### config.mk
export PLATFORM = sky130hd
export DESIGN_NAME = tmr_vote_skid
export DESIGN_NICKNAME = d
export VERILOG_FILES = /design/src/rtl/tmr_vote_skid.sv
export SDC_FILE = /design/constraint.sdc
export NUM_CORES = 1
export LEC_CHECK = 0
export BUFFER_PORTS_ARGS = -buffer_cell sky130_fd_sc_hd__buf_2
export CELL_PAD_IN_SITES_DETAIL_PLACEMENT = 0
export CELL_PAD_IN_SITES_GLOBAL_PLACEMENT = 1
export CORE_UTILIZATION = 39
export CTS_CLUSTER_SIZE = 28
export DETAILED_ROUTE_END_ITERATION = 12
export PLACE_DENSITY = 0.79
export REMOVE_ABC_BUFFERS = 1
export SYNTH_ARGS = -nofsm -noshare
export SYNTH_HDL_FRONTEND = slang
export SYNTH_SLANG_ARGS = --single-unit
### constraint.sdc
create_clock -name clk -period 1.9 [get_ports clk]
set_input_delay 0.095 -clock clk [delete_from_list [all_inputs] [get_ports clk]]
set_output_delay 0.095 -clock clk [all_outputs]
set_load 0.05 [all_outputs]
### src/rtl/tmr_vote_skid.sv
// ---------------------------------------------------------------------------
// tmr_vote_skid
//
// Majority voter for three replicas of a WIDTH-bit word, followed by a
// 2-entry skid buffer. Sits where triplicated logic hands data to a single
// (non-triplicated) consumer. Replica disagreements are reported as a
// one-cycle pulse, a multi-replica pulse, a sticky flag and a saturating
// counter.
//
// Handshake: a word moves across an interface at a rising clk edge where
// valid && ready are both high. The producer holds the word stable while
// valid is high and ready is low. in_ready is a register (no combinational
// path from out_ready).
//
// Optional build macro: TMR_VOTE_SKID_SYNDROME_EN adds the err_syn output
// (2-bit single-replica syndrome).
//
// Parameters:
//   WIDTH  data word width (>=1)
//   CNT_W  error counter width (>=1), saturates at all-ones
//
// Ports:
//   clk        clock, rising edge
//   rstn       asynchronous active-low reset
//   in_valid   replica words valid
//   in_ready   block can accept a word this cycle (registered)
//   in_a/b/c   replica words
//   out_valid  voted word available
//   out_ready  consumer accepts word
//   out_data   voted word at the head of the buffer
//   err_clr    synchronous clear of err_cnt / err_sticky
//   err_pulse  word accepted last cycle had a mismatching bit
//   err_multi  that mismatch involved more than one replica
//   err_sticky set on any mismatch, held until err_clr
//   err_cnt    saturating count of mismatching accepted words
//   err_syn    (macro only) 0 none/multi, 1 A, 2 B, 3 C
// ---------------------------------------------------------------------------
module tmr_vote_skid #(
    parameter int WIDTH = 8,
    parameter int CNT_W = 4
) (
    input  logic             clk,
    input  logic             rstn,
    input  logic             in_valid,
    output logic             in_ready,
    input  logic [WIDTH-1:0] in_a,
    input  logic [WIDTH-1:0] in_b,
    input  logic [WIDTH-1:0] in_c,
    output logic             out_valid,
    input  logic             out_ready,
    output logic [WIDTH-1:0] out_data,
    input  logic             err_clr,
    output logic             err_pulse,
    output logic             err_multi,
    output logic             err_sticky,
`ifdef TMR_VOTE_SKID_SYNDROME_EN
    output logic [1:0]       err_syn,
`endif
    output logic [CNT_W-1:0] err_cnt
);

    // Buffer occupancy is the FSM state.
    typedef enum logic [1:0] {
        S_EMPTY = 2'd0,
        S_ONE   = 2'd1,
        S_FULL  = 2'd2
    } state_t;

    localparam logic [CNT_W-1:0] CNT_MAX = '1;

    state_t           state_q, state_d;
    logic [WIDTH-1:0] head_q, head_d;
    logic [WIDTH-1:0] skid_q, skid_d;
    logic             in_ready_q;

    logic [WIDTH-1:0] voted;
    logic             fa, fb, fc;
    logic             mismatch, multi;
    logic             push, pop;
    logic [1:0]       syn_code;

    // Bitwise majority and per-replica "odd one out" detection.
    assign voted    = (in_a & in_b) | (in_a & in_c) | (in_b & in_c);
    assign fa       = |((in_a ^ in_b) & (in_a ^ in_c));
    assign fb       = |((in_b ^ in_a) & (in_b ^ in_c));
    assign fc       = |((in_c ^ in_a) & (in_c ^ in_b));
    assign mismatch = fa | fb | fc;
    assign multi    = (fa & fb) | (fa & fc) | (fb & fc);

    always_comb begin
        syn_code = 2'd0;
        if (mismatch && !multi) begin
            if (fa)      syn_code = 2'd1;
            else if (fb) syn_code = 2'd2;
            else         syn_code = 2'd3;
        end
    end

    assign push      = in_valid && in_ready_q;
    assign pop       = (state_q != S_EMPTY) && out_ready;
    assign in_ready  = in_ready_q;
    assign out_valid = (state_q != S_EMPTY);
    assign out_data  = head_q;

    // Next-state / buffer data. head_q always holds the oldest entry, so
    // it keeps the last delivered word once the buffer drains.
    always_comb begin
        state_d = state_q;
        head_d  = head_q;
        skid_d  = skid_q;
        case (state_q)
            S_EMPTY: begin
                if (push) begin
                    head_d  = voted;
                    state_d = S_ONE;
                end
            end
            S_ONE: begin
                if (push && pop) begin
                    head_d = voted;
                end else if (push) begin
                    skid_d  = voted;
                    state_d = S_FULL;
                end else if (pop) begin
                    state_d = S_EMPTY;
                end
            end
            S_FULL: begin
                // in_ready is low here, so no push can occur.
                if (pop) begin
                    head_d  = skid_q;
                    state_d = S_ONE;
                end
            end
            default: begin
                state_d = S_EMPTY;
            end
        endcase
    end

    always_ff @(posedge clk or negedge rstn) begin
        if (!rstn) begin
            state_q    <= S_EMPTY;
            head_q     <= '0;
            skid_q     <= '0;
            in_ready_q <= 1'b1;
        end else begin
            state_q    <= state_d;
            head_q     <= head_d;
            skid_q     <= skid_d;
            in_ready_q <= (state_d != S_FULL);
        end
    end

    // Error reporting. A new error in the same cycle as err_clr wins.
    always_ff @(posedge clk or negedge rstn) begin
        if (!rstn) begin
            err_pulse  <= 1'b0;
            err_multi  <= 1'b0;
            err_sticky <= 1'b0;
            err_cnt    <= '0;
        end else begin
            err_pulse <= push && mismatch;
            err_multi <= push && multi;
            if (push && mismatch) begin
                err_sticky <= 1'b1;
                if (err_clr)
                    err_cnt <= CNT_W'(1);
                else if (err_cnt != CNT_MAX)
                    err_cnt <= err_cnt + CNT_W'(1);
            end else if (err_clr) begin
                err_sticky <= 1'b0;
                err_cnt    <= '0;
            end
        end
    end

`ifdef TMR_VOTE_SKID_SYNDROME_EN
    // Syndrome is held until the next accepted word.
    always_ff @(posedge clk or negedge rstn) begin
        if (!rstn)
            err_syn <= 2'd0;
        else if (push)
            err_syn <= syn_code;
    end
`else
    logic unused_syn;
    assign unused_syn = ^syn_code;
`endif

endmodule

==> results by group, run 1 <==
Logic synthesis
  – Sequential-to-total area share from yosys stat: 39.95%
  – Yosys warns: 0
  – Post-synth top flop: dfrtp_1
  – Top cells by count, synth: dfrtp_1, ha_1, a21oi_1, nor2_1, nand2_1
  – Avg Inst Size Synth: 10.01 sq um
  – Yosys reg bits: 26
  – Synth top area share: 38.34%
  – Distinct cell type count of the synthesized netlist: 35
  – Cell taking the most area after synthesis: dfrtp_1
  – Post-synth ARST share: 100.0%
  – Post-synth EDFFs: 0
  – Syn Inst Count: 163
  – Synthesized area: 1632 sq um
  – Synth area leaders: dfrtp_1, ha_1, a21oi_1

Route
  – WL final: 3457 um
  – DRT iter0 DRCs: 115
  – Vias per cell: 5.277
  – Antenna viol nets, final: 0
  – Via count: 1372
  – Remaining routing DRC violations: 0
  – First-pass DRT Iterations: 4
  – Post-detailed-route wirelength per cell: 13.30 um

STA
  – Tcrit/Tclk final: 82.27%
  – Hold Slack: 0.03148 ns
  – Setup repair after global routing missed its margin: no
  – Final Skew: 0.003044 ns
  – Setup ws final: 0.3370 ns
  – Final min period: 1.563 ns
  – Max-slew headroom: 61.64%
  – Slew Limit Fails: 0
  – Max Fclk: 639.8 MHz
  – TNS Setup: 0 ns
  – Hold Vio Cnt, Final: 0
  – Worst Tran Pin Value: 0.5754 ns
  – Setup Viol. Count Final: 0

CTS
  – CTS H-tree depth: 1
  – CTS tree: built
  – CTS clk-pin slew, worst paths: 0.08 ns
  – Clock root cell: clkbuf_8
  – TritonCTS buffer count: 3
  – Post-cts sizing count: 0
  – Clk buf depth: 2
  – Clock sinks: 26
  – Worst skew pair latency: 0.26 ns
  – Postcts setup bufs: 0

Place
  – Setup slack at placement: 0.2774 ns
  – Gpl congestion: 0.7615
  – Placed Area: 1898 sq um
  – Dpl cells: 255
  – Post-DP HPWL: 2774 um
  – I/O Buffers: 45

Worst setup path
  – Kind of end point of the critical path: flip-flop
  – Startpoint types: flip-flop
  – CP required: 2.09 ns
  – Critical path class: flip-flop to flip-flop
  – CP arrival: 1.75 ns
  – CP max FO: 16

Power and ir drop
  – Lkg Pwr: 0.0009354 uW
  – Power Density: 1135 nW/um^2
  – VDD IR max: 0.3341 mV

Final layout
  – Finished Cell Area: 1953 sq um
  – Synthesis-to-layout area growth: 19.71%
  – Final non-filler cell total: 260
  – Ant. Diodes: 0
  – Share of cells above drive strength 1: 29.05%
  – Layout net count: 265

Floorplanning
  – Core ar.: 4000 sq um
  – Die outline width: 66.68 um
  – Top-Level Pins: 46
  – Die height: 66.68 um
  – Die area: 4446 sq um
  – Placement Rows: 23
  – Initial core utilization: 40.79%

Worst hold path
  – HP Class: input pin to flip-flop

Status
  – Status: completed

GRT
  – Vias in the first global route: 1392
  – Largest net degree at the start of global routing: 27
  – Total track usage: 17.66%
  – Initial antenna violation count: 0
  – First-pass GRT wire length: 5961 um
  – Global route overflow: 0

Job
  – Max Cap Violations: 0
-- worst max-delay path, cell delays in order (launching register included) --
cell and delay (ns):
dfstp_2 0.56, nand2_1 0.17, nor3_4 0.53, nor2_1 0.08
a21oi_1 0.14
-- state kept, by name, indices dropped and copies added (netlist names) --
| register | cells |
|---|---|
| err_cnt | 4 |
| err_multi | 1 |
| err_pulse | 1 |
| err_sticky | 1 |
| in_ready | 1 |
| out_data | 8 |
| skid_q | 8 |
| state_q | 2 |
-- repair_timing --
item / 4_1_cts / 5_1_grt
endpoints found under the hold margin: 25 / 0
endpoints found under the setup margin: 0 / 0
hold buffers: 1 / 0
-- cells in the final DEF (no fill, tap or decap), types with 2 or more instances in the layout --
cell	n
a21oi_1	19
a22oi_1	12
a31oi_1	2
and4_4	2
buf_2	45
clkbuf_8	3
dfrtp_1	25
ha_1	25
inv_1	2
nand2_1	13
nand3_1	2
nor2_1	19
nor3_1	9
o21ai_0	9
-- metal layers --
layer / vias to the layer above / share of wire (%) / track usage, %
li1: 698 / - / -
met1: 636 / 47 / 22.47
met2: 36 / 49 / 30.56
met3: 2 / 3.7 / 1.884
met4: 0 / 0.40 / 6.383
met5: - / 0 / 0
-- final cells by class --
cell class	count	area, sq um
Sequential cell	26	651.9
Tap cell	50	62.56
Inverter	2	7.507
Timing Repair Buffer	47	242.7
Clock buffer	4	45.04
Multi-Input combinational cell	131	943.4
Fill cell	385	2047
-- kinds of logic after synthesis --
group	after synthesis	synth area share, %
simple gates	54	17.26
mux	1	0.6135
flops	26	39.95
buf+inv	6	2.224
compound gates	50	20.17
fa+ha+maj	26	19.79
-- path summary, 6_finish.rpt --
path                                   startpoint                     end  slack (ns)  cells after the start
setup / recovery               in_ready$_DFF_PN1_   skid_q[6]$_DFFE_PN0P_        0.34                      4
setup reg to reg               in_ready$_DFF_PN1_   skid_q[6]$_DFFE_PN0P_        0.34                      4
max in group asynchronous                    rstn  err_cnt[2]$_DFFE_PN0P_        1.16                      2
min in group asynchronous                    rstn    state_q[0]$_DFF_PN0_        0.36                      2
hold reg to reg            err_sticky$_DFFE_PN0P_  err_sticky$_DFFE_PN0P_        0.49                      1
hold / removal                            err_clr  err_cnt[3]$_DFFE_PN0P_        0.03                      2
-- report_power, final --
| group | internal (uW) | switching (uW) |
|---|---|---|
| registers | 742 | 122 |
| logic | 314 | 729 |
| clock network | 150 | 161 |
-- metrics by stage --
stage	util, %	power [uW]
final	48.83	2218
after detailed placement	47.45	1923
after CTS	48.83	2239
after global routing	48.83	2374
after floorplan	-	1640
after global placement	47.45	1890
No activity file was read; power rests on OpenSTA's default activity.
==> inputs of run 2 (changes only) <==
==> constraint.sdc (replaced) <==
create_clock -name clk -period 1.6 [get_ports clk]
set_input_delay 0.08 -clock clk [delete_from_list [all_inputs] [get_ports clk]]
set_output_delay 0.08 -clock clk [all_outputs]
set_load 0.05 [all_outputs]
==> run 2 against run 1 <==
Against the previous run: via count is 3.6% higher; first-iteration DRC count is 15% lower; global-route usage hardly changed; clock skew is 0.0030 ns higher; die area stayed put; largest power group unchanged.
==> results by group, run 2 (synthesis results as in run 1) <==
Status
  – Status: completed

CTS
  – TritonCTS buffer count: 3 (unchanged)
  – Clock sinks: 26 (unchanged)
  – Worst skew pair latency: 0.27 ns (about the same)
  – CTS clk-pin slew, worst paths: 0.09 ns (about the same)
  – Clock root cell: clkbuf_8
  – Clk buf depth: 2 (unchanged)
  – CTS H-tree depth: 1 (unchanged)
  – CTS tree: built

Place
  – Dpl cells: 258 (+1.2%)
  – Placed Area: 1921 sq um (+1.2%)
  – Gpl congestion: 0.7757 (+1.9%)
  – I/O Buffers: 45 (unchanged)
  – Post-DP HPWL: 2995 um (+8.0%)

GRT
  – Global route overflow: 0 (unchanged)
  – Vias in the first global route: 1375 (-1.2%)
  – First-pass GRT wire length: 5858 um (-1.7%)
  – Initial antenna violation count: 0 (unchanged)
  – Total track usage: 17.67% (about the same)
  – Largest net degree at the start of global routing: 27 (unchanged)

Power and ir drop
  – Comb pwr share: 45.2% (-1.8 points)
  – Register share of total power: 35.9% (-3.1 points)
  – VDD IR max: 0.4531 mV (+36%)
  – Net Switching: 1233 uW (+22%)
  – P_int: 1616 uW (+34%)
  – Net Sw Frac: 43.28% (-2.4 points)
  – Power Density: 1403 nW/um^2 (+24%)
  – Clock power frac: 18.9% (+4.9 points)
  – Lkg Pwr: 0.0009785 uW (+4.6%)
  – Pwr Total: 2850 uW (+29%)

Final layout
  – Most frequent cells in the layout: buf_2, ha_1, dfrtp_1
  – Finished Cell Area: 2031 sq um (+4.0%)
  – Share of cells above drive strength 1: 31.02% (+2.0 points)
  – Commonest non-fill, non-tap cell in the layout: buf_2
  – Final non-filler cell total: 266 (+2.3%)
  – Layout net count: 271 (+2.3%)
  – Synthesis-to-layout area growth: 24.46%
  – Ant. Diodes: 0 (unchanged)

Worst hold path
  – HP Class: input pin to flip-flop

Route
  – First-pass DRT Iterations: 4 (unchanged)
  – Vias per cell: 5.346 (+1.3%)
  – DRT iter0 DRCs: 98 (-15%)
  – WL final: 3620 um (+4.7%)
  – Post-detailed-route wirelength per cell: 13.61 um (+2.4%)
  – Antenna viol nets, final: 0 (unchanged)
  – Via count: 1422 (+3.6%)
  – Remaining routing DRC violations: 0 (unchanged)

Floorplanning
  – Die height: 66.68 um (unchanged)
  – Die area: 4446 sq um (unchanged)
  – Die outline width: 66.68 um (unchanged)
  – Top-Level Pins: 46 (unchanged)
  – Core ar.: 4000 sq um (unchanged)
  – Placement Rows: 23 (unchanged)
  – Initial core utilization: 40.79% (unchanged)

STA
  – Setup Viol. Count Final: 0 (unchanged)
  – Setup repair after global routing missed its margin: no
  – Hold Vio Cnt, Final: 0 (unchanged)
  – Worst Tran Pin Value: 0.5706 ns (-0.004877 ns)
  – Max-slew headroom: 61.96% (+0.33 points)
  – Hold Slack: 0.07275 ns (+0.04127 ns)
  – Final min period: 1.507 ns (-0.05652 ns)
  – Tcrit/Tclk final: 94.16% (+12 points)
  – Final Skew: 0.006059 ns (+0.003015 ns)
  – Max Fclk: 663.8 MHz (+3.8%)
  – Slew Limit Fails: 0 (unchanged)

Worst setup path
  – Kind of end point of the critical path: flip-flop
  – CP max FO: 7 (-9)
  – CP arrival: 1.70 ns (-0.05 ns)
  – Startpoint types: flip-flop
  – Critical path class: flip-flop to flip-flop
  – Reg2Reg Setup Slack: 0.09 ns (-0.24 ns)
  – CP required: 1.79 ns (-0.30 ns)

Job
  – Max Cap Violations: 0 (unchanged)
[run 2: changes by cell type in the layout (fill, tap and decap cells not counted)]
| cell | change |
|---|---|
| buf_4 | +4 |
| buf_6 | +1 |
| bufinv_16 | +1 |
| clkbuf_1 | -1 |
| dlygate4sd3_1 | +1 |
[run 2: power groups by stage]
stage / clock, uW / combinational (uW) / sequential, uW
finish: 537 / 1290 / 1020
global route: 572 / 1400 / 1050
CTS: 557 / 1290 / 1020
detailed placement: 0 / 1280 / 1040
global placement: 0 / 1240 / 1020
floorplan: 0 / 506 / 1440
[run 2: what timing repair did]
item,4_1_cts,5_1_grt
setup buffers,0,2
endpoints found under the hold margin,26,0
gates resized for setup,0,1
hold buffers,2,0
setup endpoints to repair,0,3
[run 2: critical path, cell delays in order (launching register included)]
cell      delay (ns)
dfstp_2         0.57
nand2_1         0.17
a31oi_4         0.31
a41oi_2         0.17
a211oi_2        0.21
[run 2: layout make-up]
class	instances	area [sq um]
Clock buffer	3	41.29
Clock inverter	1	30.03
Fill cell	384	1969
Inverter	2	7.507
Multi-Input combinational cell	131	943.4
Sequential cell	26	651.9
Tap cell	50	62.56
Timing Repair Buffer	53	294.0
[run 2: final timing paths]
kind / cells after the start / end / start
setup / recovery: 4 / err_cnt[3]$_DFFE_PN0P_ / in_ready$_DFF_PN1_
hold / removal: 2 / in_ready$_DFF_PN1_ / out_ready
setup reg to reg: 4 / err_cnt[3]$_DFFE_PN0P_ / in_ready$_DFF_PN1_
hold reg to reg: 1 / err_sticky$_DFFE_PN0P_ / err_sticky$_DFFE_PN0P_
max in group asynchronous: 2 / out_data[3]$_DFFE_PN0P_ / rstn
min in group asynchronous: 2 / err_pulse$_DFF_PN0_ / rstn
[run 2: per-layer routing]
layer	share of wire, %	track usage (%)
met4	1.2	7.713
met5	0	0
met2	50	30.30
met1	43	21.66
met3	5.2	2.740
[run 2: per-stage QoR]
stage | setup WS, ns | utilization, % | setup TNS [ns]
6_report | 0.09348 | 50.77 | 0
3_3_place_gp | 0.04689 | 48.01 | 0
3_5_place_dp | -0.04887 | 48.01 | -0.08776
5_1_grt | 0.02124 | 50.77 | 0
4_1_cts | 0.06922 | 50.30 | 0
2_1_floorplan | -0.01924 | - | -0.02494
